**src/rtl/capture_pkg.sv**
```systemverilog
// capture_pkg: shared types and constants for the capture controller.
//   cap_state_t : capture FSM states
//   DEC_CNT_W   : width of the decimation counter
//   ENTRIES_DEF / ADDR_W_DEF : default capture RAM geometry
package capture_pkg;
  typedef enum logic [1:0] {IDLE, PRE, POST, DONE} cap_state_t;

  localparam int DEC_CNT_W   = 16;
  localparam int ENTRIES_DEF = 384;
  localparam int ADDR_W_DEF  = 9;
endpackage

```
**src/rtl/smpl_decimator.sv**
```systemverilog
// smpl_decimator: keeps one sample-valid in 2^dec.
//   clk, rst_n : clock, async active-low reset
//   clr        : zero the decimation counter (start of capture)
//   en         : counting enabled (capture in progress)
//   wrt_smpl   : sample valid
//   dec        : log2 of the decimation ratio
//   accept     : combinational, high when this sample is kept
module smpl_decimator
  import capture_pkg::*;
(
  input  logic       clk,
  input  logic       rst_n,
  input  logic       clr,
  input  logic       en,
  input  logic       wrt_smpl,
  input  logic [3:0] dec,
  output logic       accept
);

  logic [DEC_CNT_W-1:0] dec_cnt;
  logic [DEC_CNT_W-1:0] lim;

  assign lim    = (DEC_CNT_W'(1) << dec) - DEC_CNT_W'(1);
  assign accept = en & wrt_smpl & (dec_cnt == lim);

  always_ff @(posedge clk or negedge rst_n) begin
    if (!rst_n)                dec_cnt <= '0;
    else if (clr)              dec_cnt <= '0;
    else if (en && wrt_smpl)   dec_cnt <= accept ? '0 : dec_cnt + DEC_CNT_W'(1);
  end

endmodule

```
**src/rtl/capture_ctrl.sv**
```systemverilog
// capture_ctrl: decimates the sample stream into a circular capture RAM,
// arms once enough pre-trigger history is held, then collects trp
// post-trigger samples and reports the final write address.
//   run / clr_done      : start pulse / release from DONE
//   wrt_smpl, smpl      : incoming packed sample stream
//   triggered           : trigger hit level
//   decimator, trig_pos : ratio (log2) and post-trigger count, latched on run
//   we, waddr, wdata    : RAM write port (1 clk after accept)
//   armed, capturing, capture_done, last_addr : status
// Optional: define CAPTURE_ABORT_EN to add an abort input that drops an
// in-progress capture back to IDLE.
module capture_ctrl
  import capture_pkg::*;
#(
  parameter int ENTRIES = ENTRIES_DEF,
  parameter int ADDR_W  = ADDR_W_DEF
) (
  input  logic              clk,
  input  logic              rst_n,
`ifdef CAPTURE_ABORT_EN
  input  logic              abort,
`endif
  input  logic              run,
  input  logic              clr_done,
  input  logic              wrt_smpl,
  input  logic [7:0]        smpl,
  input  logic              triggered,
  input  logic [3:0]        decimator,
  input  logic [ADDR_W-1:0] trig_pos,
  output logic              we,
  output logic [ADDR_W-1:0] waddr,
  output logic [7:0]        wdata,
  output logic              armed,
  output logic              capturing,
  output logic              capture_done,
  output logic [ADDR_W-1:0] last_addr
);

  // pre_cnt must be able to hold ENTRIES itself
  localparam int                PCNT_W = ADDR_W + 1;
  localparam logic [ADDR_W-1:0] LAST   = ADDR_W'(ENTRIES - 1);
  localparam logic [PCNT_W-1:0] FULL   = PCNT_W'(ENTRIES);

  cap_state_t        state, state_nxt;
  logic [ADDR_W-1:0] wptr, trp, post_cnt;
  logic [PCNT_W-1:0] pre_cnt, pre_nxt, thr;
  logic [3:0]        dec;
  logic              accept, dec_en, post_end, abort_i;

`ifdef CAPTURE_ABORT_EN
  assign abort_i = abort & ((state == PRE) | (state == POST));
`else
  assign abort_i = 1'b0;
`endif

  // trp == 0 finishes POST without taking any further sample
  assign dec_en = ((state == PRE) | ((state == POST) & (trp != '0))) & ~abort_i;

  smpl_decimator u_dec (
    .clk      (clk),
    .rst_n    (rst_n),
    .clr      ((state == IDLE) & run),
    .en       (dec_en),
    .wrt_smpl (wrt_smpl),
    .dec      (dec),
    .accept   (accept)
  );

  assign thr      = FULL - {1'b0, trp};
  assign pre_nxt  = (accept && pre_cnt != FULL) ? pre_cnt + PCNT_W'(1) : pre_cnt;
  assign post_end = (trp == '0) | (accept & ((post_cnt + ADDR_W'(1)) == trp));

  assign capturing    = (state == PRE) | (state == POST);
  assign capture_done = (state == DONE);

  always_ff @(posedge clk or negedge rst_n) begin
    if (!rst_n) state <= IDLE;
    else        state <= state_nxt;
  end

  always_comb begin
    state_nxt = state;
    case (state)
      IDLE: if (run) state_nxt = PRE;
      PRE:  if (abort_i) state_nxt = IDLE;
            else if (triggered && armed) state_nxt = POST;
      POST: if (abort_i) state_nxt = IDLE;
            else if (post_end) state_nxt = DONE;
      DONE: if (clr_done) state_nxt = IDLE;
      default: state_nxt = IDLE;
    endcase
  end

  always_ff @(posedge clk or negedge rst_n) begin
    if (!rst_n) begin
      we        <= 1'b0;
      waddr     <= '0;
      wdata     <= '0;
      wptr      <= '0;
      armed     <= 1'b0;
      last_addr <= '0;
      pre_cnt   <= '0;
      post_cnt  <= '0;
      trp       <= '0;
      dec       <= '0;
    end else begin
      // write port runs independently of state so a pending strobe always issues
      we <= accept;
      if (accept) begin
        waddr <= wptr;
        wdata <= smpl;
        wptr  <= (wptr == LAST) ? '0 : wptr + ADDR_W'(1);
      end
      case (state)
        IDLE: if (run) begin
          wptr     <= '0;
          pre_cnt  <= '0;
          post_cnt <= '0;
          armed    <= 1'b0;
          trp      <= (trig_pos > LAST) ? LAST : trig_pos;
          dec      <= decimator;
        end
        PRE: if (abort_i) armed <= 1'b0;
        else begin
          pre_cnt <= pre_nxt;
          if (pre_nxt >= thr)     armed    <= 1'b1;
          if (state_nxt == POST)  post_cnt <= '0;
        end
        POST: if (abort_i) armed <= 1'b0;
        else begin
          if (accept) post_cnt <= post_cnt + ADDR_W'(1);
          if (post_end) begin
            // trp == 0: report the most recent pre-trigger write
            if (trp == '0) last_addr <= (wptr == '0) ? LAST : wptr - ADDR_W'(1);
            else           last_addr <= wptr;
          end
        end
        DONE: if (clr_done) armed <= 1'b0;
        default: ;
      endcase
    end
  end

endmodule

```
**config.mk**
```make
export PLATFORM = sky130hd
export DESIGN_NAME = capture_ctrl
export DESIGN_NICKNAME = d
export VERILOG_FILES = /design/src/rtl/capture_pkg.sv /design/src/rtl/smpl_decimator.sv /design/src/rtl/capture_ctrl.sv
export SDC_FILE = /design/constraint.sdc
export NUM_CORES = 1
export LEC_CHECK = 0
export BUFFER_PORTS_ARGS = -buffer_cell sky130_fd_sc_hd__buf_2
export CORE_UTILIZATION = 45
export CTS_CLUSTER_SIZE = 8
export DETAILED_ROUTE_END_ITERATION = 7
export HOLD_SLACK_MARGIN = 0.05
export SYNTH_ARGS = -nofsm -noshare
export SYNTH_HDL_FRONTEND = slang
export SYNTH_SLANG_ARGS = --single-unit
```
**constraint.sdc**
```tcl
create_clock -name clk -period 8.2 [get_ports clk]
set_clock_uncertainty 0.1 [all_clocks]
set_input_delay 1.64 -clock clk [delete_from_list [all_inputs] [get_ports clk]]
set_output_delay 1.64 -clock clk [all_outputs]
set_load 0.005 [all_outputs]
```
# Yosys cells after proc, flatten, opt, wreduce, memory -nomap -nowiden
# Cells that the tools add are included.
[word_totals]
wordCells = 85
in_bits = 27
register_bits = 87
[classes]
n_lt_le_gt_ge = 2
addsub = 7
eq_ne = 13
mux = 26
n_shift = 1
bitwise = 9
reduce_logical = 15
[ops]
columns = ["cell", "n"]
rows = [
  ["$mux W9", 10],
  ["$mux W16", 3],
  ["$pmux W9 S3", 1],
  ["$mux W10", 2],
  ["$pmux W10 S2", 1],
  ["$add A9 B1 Y9 const B", 2],
  ["$logic_not A9 Y1", 2],
  ["$add A16 B1 Y16 const B", 1],
  ["$eq A16 B16 Y1", 1],
  ["$shl A1 B4 Y16 const A", 1],
  ["$sub A16 B2 Y16 const B", 1],
  ["$add A10 B1 Y10 const B", 1],
  ["$ge A10 B10 Y1", 1],
  ["$ne A10 B9 Y1 const B", 1],
  ["$sub A9 B9 Y10 const A", 1],
  ["$eq A9 B9 Y1", 1],
  ["$eq A9 B9 Y1 const B", 1],
  ["$gt A9 B9 Y1 const B", 1],
  ["$reduce_bool A9 Y1", 1],
  ["$sub A9 B1 Y9 const B", 1],
  ["$mux W2", 4],
  ["$pmux W2 S4", 1],
  ["$reduce_and A4 Y1", 2],
  ["$eq A2 B2 Y1 const B", 3],
  ["13 further kinds", 29],
]

# Longest topological paths before layout
[depth]
depth_word = 12
mapped_depth = 20

# Cells and area by module
# Synthesis repeated with hierarchy kept, for this count alone.
[hier_totals]
hier_cells = 636
area_unflattened_um2 = 5795.6
[modules_own_cells]
columns = ["mod", "seq_area_each_um2", "n_inst", "area_per_inst_um2", "cells_each"]
rows = [
  ["capture_ctrl", 1776.7, 1, 4350.4, 460],
  ["smpl_decimator", 400.4, 1, 1445.1, 176],
]

# Worst setup path before layout
# No wires, ideal clock.
[synth_timing]
path_type = "register -> register"
start = "register dec[0]"
end = "register armed"
required_ps = 7970
slack_ps = 3906
stages_incl_launch_ff = 19
arrival_ps = 4064
setup_ps = 130
period_less_slack_ps = 4294
path_cell_list = "dfrtp_1 or4_4 ha_1 or3_1 a21oi_1 o32a_1 and4b_1 nand3_1 nor2_1 xnor2_1 ha_1 nand2b_1 a21o_1 a21o_1 a21o_1 a21o_1 a211oi_1 o21a_1 nor3_1"
[synth_via]
elab_chain_cells = 9
[synth_lines]
columns = ["element", "line", "rtl"]
rows = [
  ["start: declaration", "capture_ctrl.sv:47", "logic [3:0] dec;"],
  ["start signal: assignment", "capture_ctrl.sv:121", "dec <= decimator;"],
  ["$shl A1 B4 Y16", "smpl_decimator.sv:23", "assign lim = (DEC_CNT_W'(1) << dec) - DEC_CNT_W'(1);"],
  ["$sub A16 B2 Y16", "smpl_decimator.sv:23", ""],
  ["$eq A16 B16 Y1", "smpl_decimator.sv:24", "assign accept = en & wrt_smpl & (dec_cnt == lim);"],
  ["$and A1 B1 Y1", "smpl_decimator.sv:24", ""],
  ["$logic_and A1 B1 Y1", "capture_ctrl.sv:70", "assign pre_nxt = (accept && pre_cnt != FULL) ? pre_cnt + PCNT_W'(1) : pre_cnt;"],
  ["$mux W10", "capture_ctrl.sv:70", ""],
  ["$ge A10 B10 Y1", "capture_ctrl.sv:126", "if (pre_nxt >= thr) armed <= 1'b1;"],
  ["$ne A2 B1 Y1 (no source line)", "n/a", ""],
  ["$reduce_and A4 Y1 (no source line)", "n/a", ""],
  ["end signal: assignment", "capture_ctrl.sv:123", "PRE: if (abort_i) armed <= 1'b0;"],
  ["end signal: assignment", "capture_ctrl.sv:126", ""],
  ["end signal: assignment", "capture_ctrl.sv:129", "POST: if (abort_i) armed <= 1'b0;"],
  ["end: declaration", "capture_ctrl.sv:33", "output logic armed,"],
]
# Every way passes these cells.
# A chain may end at the register's enable or synchronous reset.

# Final worst setup path
[layout_timing]
start = "register dec[1]"
end = "register armed"
# Same word-level chain as after synthesis.

==> flow_results.xml <==
<?xml version="1.0" encoding="UTF-8"?>
<metrics>
  <group name="route">
    <metric name="drt-initial-drc-count" unit="">381</metric>
    <metric name="routed_wire_length_per_instance" unit="um">17.1</metric>
    <metric name="total_wirelength_of_the_detailed_routed_design" unit="um">15500</metric>
    <metric name="number_of_antenna_violating_nets_in_the_routed_design" unit="">0</metric>
    <metric name="drtPass1Iterations" unit="">6</metric>
    <metric name="post-route-drc-count" unit="">0</metric>
    <metric name="via_per_inst" unit="">5.90</metric>
    <metric name="routed-via-count" unit="">5359</metric>
  </group>
  <group name="setup_path">
    <metric name="path_max_fanout" unit="">34</metric>
    <metric name="path_class" unit="">reg -&gt; reg</metric>
    <metric name="crit_chain" unit="">or4_4 &gt; ha_1 &gt; or3_1 &gt; a21oi_1 &gt; o21ai_0 &gt; and4b_1 &gt; nand3_1 &gt; buf_4 &gt; nor2_1 &gt; xnor2_1 &gt; ha_1 &gt; nand2b_1 &gt; a21o_1 &gt; a21o_1 &gt; a21o_1 &gt; a21o_1 &gt; a211oi_1 &gt; o21a_1 &gt; nor3_1</metric>
    <metric name="crit_path_start_kind" unit="">flip-flop</metric>
    <metric name="arrival" unit="ps">5200</metric>
    <metric name="critPathSlowestCell" unit="">sky130_fd_sc_hd__or4_4</metric>
    <metric name="worst_path_most_repeated_cell" unit="">sky130_fd_sc_hd__a21o_1</metric>
    <metric name="max_stage_delay" unit="ps">610</metric>
    <metric name="timing.critical_path.required" unit="ps">8340</metric>
    <metric name="critPathCaptureType" unit="">flip-flop</metric>
  </group>
  <group name="placed_design">
    <metric name="place_congestion" unit="">0.907</metric>
    <metric name="dp.cells" unit="">893</metric>
    <metric name="port_buffers" unit="">56</metric>
    <metric name="detailedPlacementHpwl" unit="um">11200</metric>
  </group>
  <group name="global_routing">
    <metric name="grt_pass1_vias" unit="">5084</metric>
    <metric name="grt_pass1_wl" unit="um">25600</metric>
    <metric name="grt_antenna_before_repair" unit="">0</metric>
    <metric name="globalRoute.totalOverflow" unit="">0</metric>
    <metric name="grt_start_max_net_pins" unit="">57</metric>
    <metric name="grt.total_usage" unit="">0.244</metric>
  </group>
  <group name="flow_run">
    <metric name="drv_cap" unit="">0</metric>
  </group>
  <group name="cts">
    <metric name="cts_resized" unit="">0</metric>
    <metric name="cts.sink_count" unit="">87</metric>
    <metric name="cts_tree" unit="">built</metric>
    <metric name="cts.root.buffer_cell" unit="">sky130_fd_sc_hd__clkbuf_16</metric>
    <metric name="clock_tree.buffer_depth" unit="">2</metric>
    <metric name="htreeDepth" unit="">3</metric>
    <metric name="clkSlewWorstSetupHoldPaths" unit="ps">70</metric>
    <metric name="clk-insertion-delay-late" unit="ps">350</metric>
    <metric name="cts-hold-fix-buffers" unit="">0</metric>
    <metric name="post_cts.repair.setup_buffers" unit="">0</metric>
    <metric name="tritoncts_buffer_count" unit="">9</metric>
  </group>
  <group name="outcome">
    <metric name="status" unit="">finished, final reports clean</metric>
  </group>
  <group name="timing">
    <metric name="fin_crit_period" unit="ps">5070</metric>
    <metric name="timing.fmax" unit="MHz">197</metric>
    <metric name="hold_viol" unit="">0</metric>
    <metric name="timing.final.crit_share" unit="">0.618</metric>
    <metric name="tightestPinTransition" unit="ps">976</metric>
    <metric name="unrepaired_setup_endpoints_after_global_routing" unit="">false</metric>
    <metric name="timing.slew.headroom" unit="">0.345</metric>
    <metric name="final-setup-viol-count" unit="">0</metric>
    <metric name="timing.setup.tns" unit="ps">0</metric>
    <metric name="timing_max_transition_violations_final" unit="">0</metric>
  </group>
  <group name="synth">
    <metric name="syn_nets" unit="">757</metric>
    <metric name="number_of_enable_type_register_cells_in_the_synthesized_netlist" unit="">0</metric>
    <metric name="synth_cell_type_count" unit="">74</metric>
    <metric name="yosys_most_used_dff" unit="">sky130_fd_sc_hd__dfrtp_1</metric>
    <metric name="ys_seq_elements" unit="">87</metric>
    <metric name="async_reset_ff_frac" unit="">1.00</metric>
    <metric name="yosysWarningCount" unit="">0</metric>
    <metric name="syn-mean-instance-area" unit="um^2">8.40</metric>
    <metric name="mappedNetlistArea" unit="um^2">5950</metric>
    <metric name="synthesis.instances" unit="">708</metric>
    <metric name="synth_seq_area_share" unit="">0.366</metric>
  </group>
  <group name="power_and_ir_drop">
    <metric name="p_int" unit="mW">1.10</metric>
    <metric name="switching_share" unit="">0.440</metric>
    <metric name="clockPowerShare" unit="">0.208</metric>
    <metric name="comb_power_share" unit="">0.434</metric>
    <metric name="vdd_ir_drop_max" unit="uV">142</metric>
    <metric name="power_switching" unit="mW">0.866</metric>
    <metric name="part_of_the_power_in_registers" unit="">0.358</metric>
    <metric name="p_leak" unit="nW">2.87</metric>
    <metric name="power.density_cell_area" unit="nW/um^2">300</metric>
  </group>
  <group name="final_layout">
    <metric name="layout.area.seq" unit="um^2">2180</metric>
    <metric name="finalNonFillerCells" unit="">909</metric>
    <metric name="num-fill-cells" unit="">1209</metric>
    <metric name="post_route_cells_drive_above_1_share" unit="">0.122</metric>
    <metric name="fin_nets" unit="">781</metric>
    <metric name="antenna-diode-count" unit="">0</metric>
    <metric name="area_occupied_by_multi_input_gates" unit="um^2">3500</metric>
    <metric name="areaGrowthSynthToFinish" unit="%">10.5</metric>
  </group>
  <group name="hold_path">
    <metric name="worstHoldPathType" unit="">reg -&gt; reg</metric>
  </group>
  <group name="floorplan">
    <metric name="initial_core_util" unit="">0.466</metric>
    <metric name="fp-row-count" unit="">41</metric>
    <metric name="die_x" unit="um">117</metric>
    <metric name="area_enclosed_by_the_die_boundary" unit="um^2">13700</metric>
    <metric name="core_outline_area" unit="um^2">12800</metric>
    <metric name="ios" unit="">57</metric>
    <metric name="die_height" unit="um">117</metric>
  </group>
</metrics>
[through the flow]
stage / setup WS [ps] / cell area [um^2] / utilization / hold WS [ps] / power [mW]
2_1_floorplan: 3910 / 5950 / - / 363 / 1.33
3_3_place_gp: 3240 / 6290 / 0.492 / 349 / 1.53
3_5_place_dp: 3150 / 6290 / 0.492 / 354 / 1.56
4_1_cts: 3120 / 6580 / 0.515 / 375 / 1.98
5_1_grt: 2700 / 6580 / 0.515 / 400 / 2.13
6_report: 3130 / 6580 / 0.515 / 370 / 1.97
[worst paths after layout]
path | cells after the start | to | slack (ps) | startpoint
min in group asynchronous | 1 | pre_cnt[8] | 1120 | rst_n
max in group asynchronous | 2 | post_cnt[2] | 5780 | rst_n
setup / recovery | 19 | armed | 3130 | dec[1]
hold / removal | 2 | waddr[8] | 370 | waddr[8]
hold reg to reg | 2 | waddr[8] | 370 | waddr[8]
setup reg to reg | 19 | armed | 3130 | dec[1]
[critical path, delay by kind of cell, from the launching register on]
| family | cells | cell delay, ps |
|---|---|---|
| flops | 1 | 590 |
| fa+ha+maj | 2 | 570 |
| xor+xnor | 1 | 180 |
| simple gates | 7 | 1710 |
| compound gates | 8 | 1470 |
| buf+inv | 1 | 330 |
[cells in the mapped netlist (2+ instances only)]
| library cell | count | area (um^2) |
|---|---|---|
| sky130_fd_sc_hd__a211o_1 | 2 | 17.5 |
| sky130_fd_sc_hd__o41ai_1 | 2 | 17.5 |
| sky130_fd_sc_hd__nand3_1 | 29 | 145 |
| sky130_fd_sc_hd__nor2_1 | 37 | 139 |
| sky130_fd_sc_hd__o311ai_0 | 9 | 78.8 |
| sky130_fd_sc_hd__nor2b_1 | 6 | 37.5 |
| sky130_fd_sc_hd__or2_2 | 2 | 12.5 |
| sky130_fd_sc_hd__a211oi_1 | 4 | 30.0 |
| sky130_fd_sc_hd__clkbuf_1 | 35 | 131 |
| sky130_fd_sc_hd__o21ai_1 | 3 | 15.0 |
| sky130_fd_sc_hd__o31ai_1 | 8 | 60.1 |
| sky130_fd_sc_hd__a211oi_2 | 2 | 25.0 |
| sky130_fd_sc_hd__nor3b_1 | 9 | 67.6 |
| sky130_fd_sc_hd__mux2i_1 | 6 | 60.1 |
| sky130_fd_sc_hd__a31oi_1 | 6 | 37.5 |
| sky130_fd_sc_hd__buf_4 | 3 | 22.5 |
| sky130_fd_sc_hd__nand2_1 | 117 | 439 |
| sky130_fd_sc_hd__or3_1 | 14 | 87.6 |
| sky130_fd_sc_hd__nand2b_1 | 8 | 50.1 |
| sky130_fd_sc_hd__and3_1 | 14 | 87.6 |
| sky130_fd_sc_hd__o21a_1 | 6 | 45.0 |
| sky130_fd_sc_hd__a21oi_1 | 18 | 90.1 |
| sky130_fd_sc_hd__nand4b_1 | 3 | 26.3 |
| sky130_fd_sc_hd__or4_1 | 9 | 67.6 |
| sky130_fd_sc_hd__and2_1 | 7 | 43.8 |
| sky130_fd_sc_hd__xnor2_1 | 22 | 193 |
| sky130_fd_sc_hd__nor4_1 | 12 | 75.1 |
| sky130_fd_sc_hd__nand3b_1 | 4 | 30.0 |
| sky130_fd_sc_hd__o31a_1 | 4 | 35.0 |
| sky130_fd_sc_hd__o22a_1 | 7 | 61.3 |
| sky130_fd_sc_hd__inv_1 | 22 | 82.6 |
| sky130_fd_sc_hd__nor3_1 | 15 | 75.1 |
| sky130_fd_sc_hd__nor4b_1 | 2 | 17.5 |
| sky130_fd_sc_hd__a21o_1 | 12 | 90.1 |
| sky130_fd_sc_hd__o21ai_0 | 56 | 280 |
| sky130_fd_sc_hd__dfrtp_1 | 87 | 2180 |
| sky130_fd_sc_hd__ha_1 | 22 | 275 |
| sky130_fd_sc_hd__o2bb2ai_1 | 6 | 52.6 |
| sky130_fd_sc_hd__xor2_1 | 21 | 184 |
| sky130_fd_sc_hd__buf_2 | 7 | 35.0 |
| sky130_fd_sc_hd__nand4_1 | 13 | 81.3 |
| sky130_fd_sc_hd__o211ai_1 | 5 | 37.5 |
[flip-flops by register name, indices dropped and copies added, names as in the netlist]
register	cells
post_cnt	9
trp	9
dec	4
waddr	9
we	1
armed	1
u_dec.dec_cnt	16
wptr	9
state	2
last_addr	9
wdata	8
pre_cnt	10
[layer usage]
layer / up-vias / track usage / part of all wire
met3: 22 / 0.0335 / 0.038
met2: 125 / 0.395 / 0.47
met5: - / 0 / 0
met4: 0 / 0.0903 / 0.018
li1: 2606 / - / -
met1: 2606 / 0.333 / 0.47
[cell type report]
class / count / share of cell area
Multi-Input combinational cell: 552 / 0.533
Sequential cell: 87 / 0.331
Timing Repair Buffer: 59 / 0.0464
Clock buffer: 10 / 0.0363
Tap cell: 172 / 0.0327
Inverter: 23 / 0.0131
Clock inverter: 6 / 0.00761
[power by group through the flow]
| stage | Sequential [mW] | Clock [mW] | Combinational [mW] |
|---|---|---|---|
| 2_1_floorplan | 0.612 | 0 | 0.713 |
| 3_3_place_gp | 0.702 | 0 | 0.828 |
| 3_5_place_dp | 0.709 | 0 | 0.851 |
| 4_1_cts | 0.702 | 0.421 | 0.855 |
| 5_1_grt | 0.726 | 0.439 | 0.966 |
| 6_report | 0.705 | 0.409 | 0.855 |
[placed cells by master (no fill, tap or decap), types with 7 or more instances in the layout]
cell type,count
sky130_fd_sc_hd__clkbuf_16,9
sky130_fd_sc_hd__nand2_1,117
sky130_fd_sc_hd__xnor2_1,22
sky130_fd_sc_hd__nor2_1,37
sky130_fd_sc_hd__xor2_1,21
sky130_fd_sc_hd__and3_1,14
sky130_fd_sc_hd__a21oi_1,18
sky130_fd_sc_hd__a21o_1,12
sky130_fd_sc_hd__nand4_1,13
sky130_fd_sc_hd__or4_1,9
sky130_fd_sc_hd__o311ai_0,9
sky130_fd_sc_hd__inv_1,22
sky130_fd_sc_hd__o31ai_1,8
sky130_fd_sc_hd__nor3b_1,9
sky130_fd_sc_hd__o22a_1,7
sky130_fd_sc_hd__o21ai_0,56
sky130_fd_sc_hd__dfrtp_1,87
sky130_fd_sc_hd__or3_1,14
sky130_fd_sc_hd__buf_2,55
sky130_fd_sc_hd__nor4_1,12
sky130_fd_sc_hd__ha_1,22
sky130_fd_sc_hd__nand3_1,29
sky130_fd_sc_hd__and2_1,7
sky130_fd_sc_hd__nor3_1,15
sky130_fd_sc_hd__nand2b_1,8
[logic make-up (layout without fill, tap and decap cells)]
group                      after synthesis  in the layout  share of synthesized area
AOI/OAI and AO/OA                      171            171                      0.201
muxes                                    7              7                     0.0120
DFF                                     87             87                      0.366
and+or+nand+nor                        309            309                      0.265
xor gates and xnor gates                43             43                     0.0633
buffers and inverters                   69             98                     0.0469
adders and majority gates               22             22                     0.0463
(Power assumes the default switching activity.)
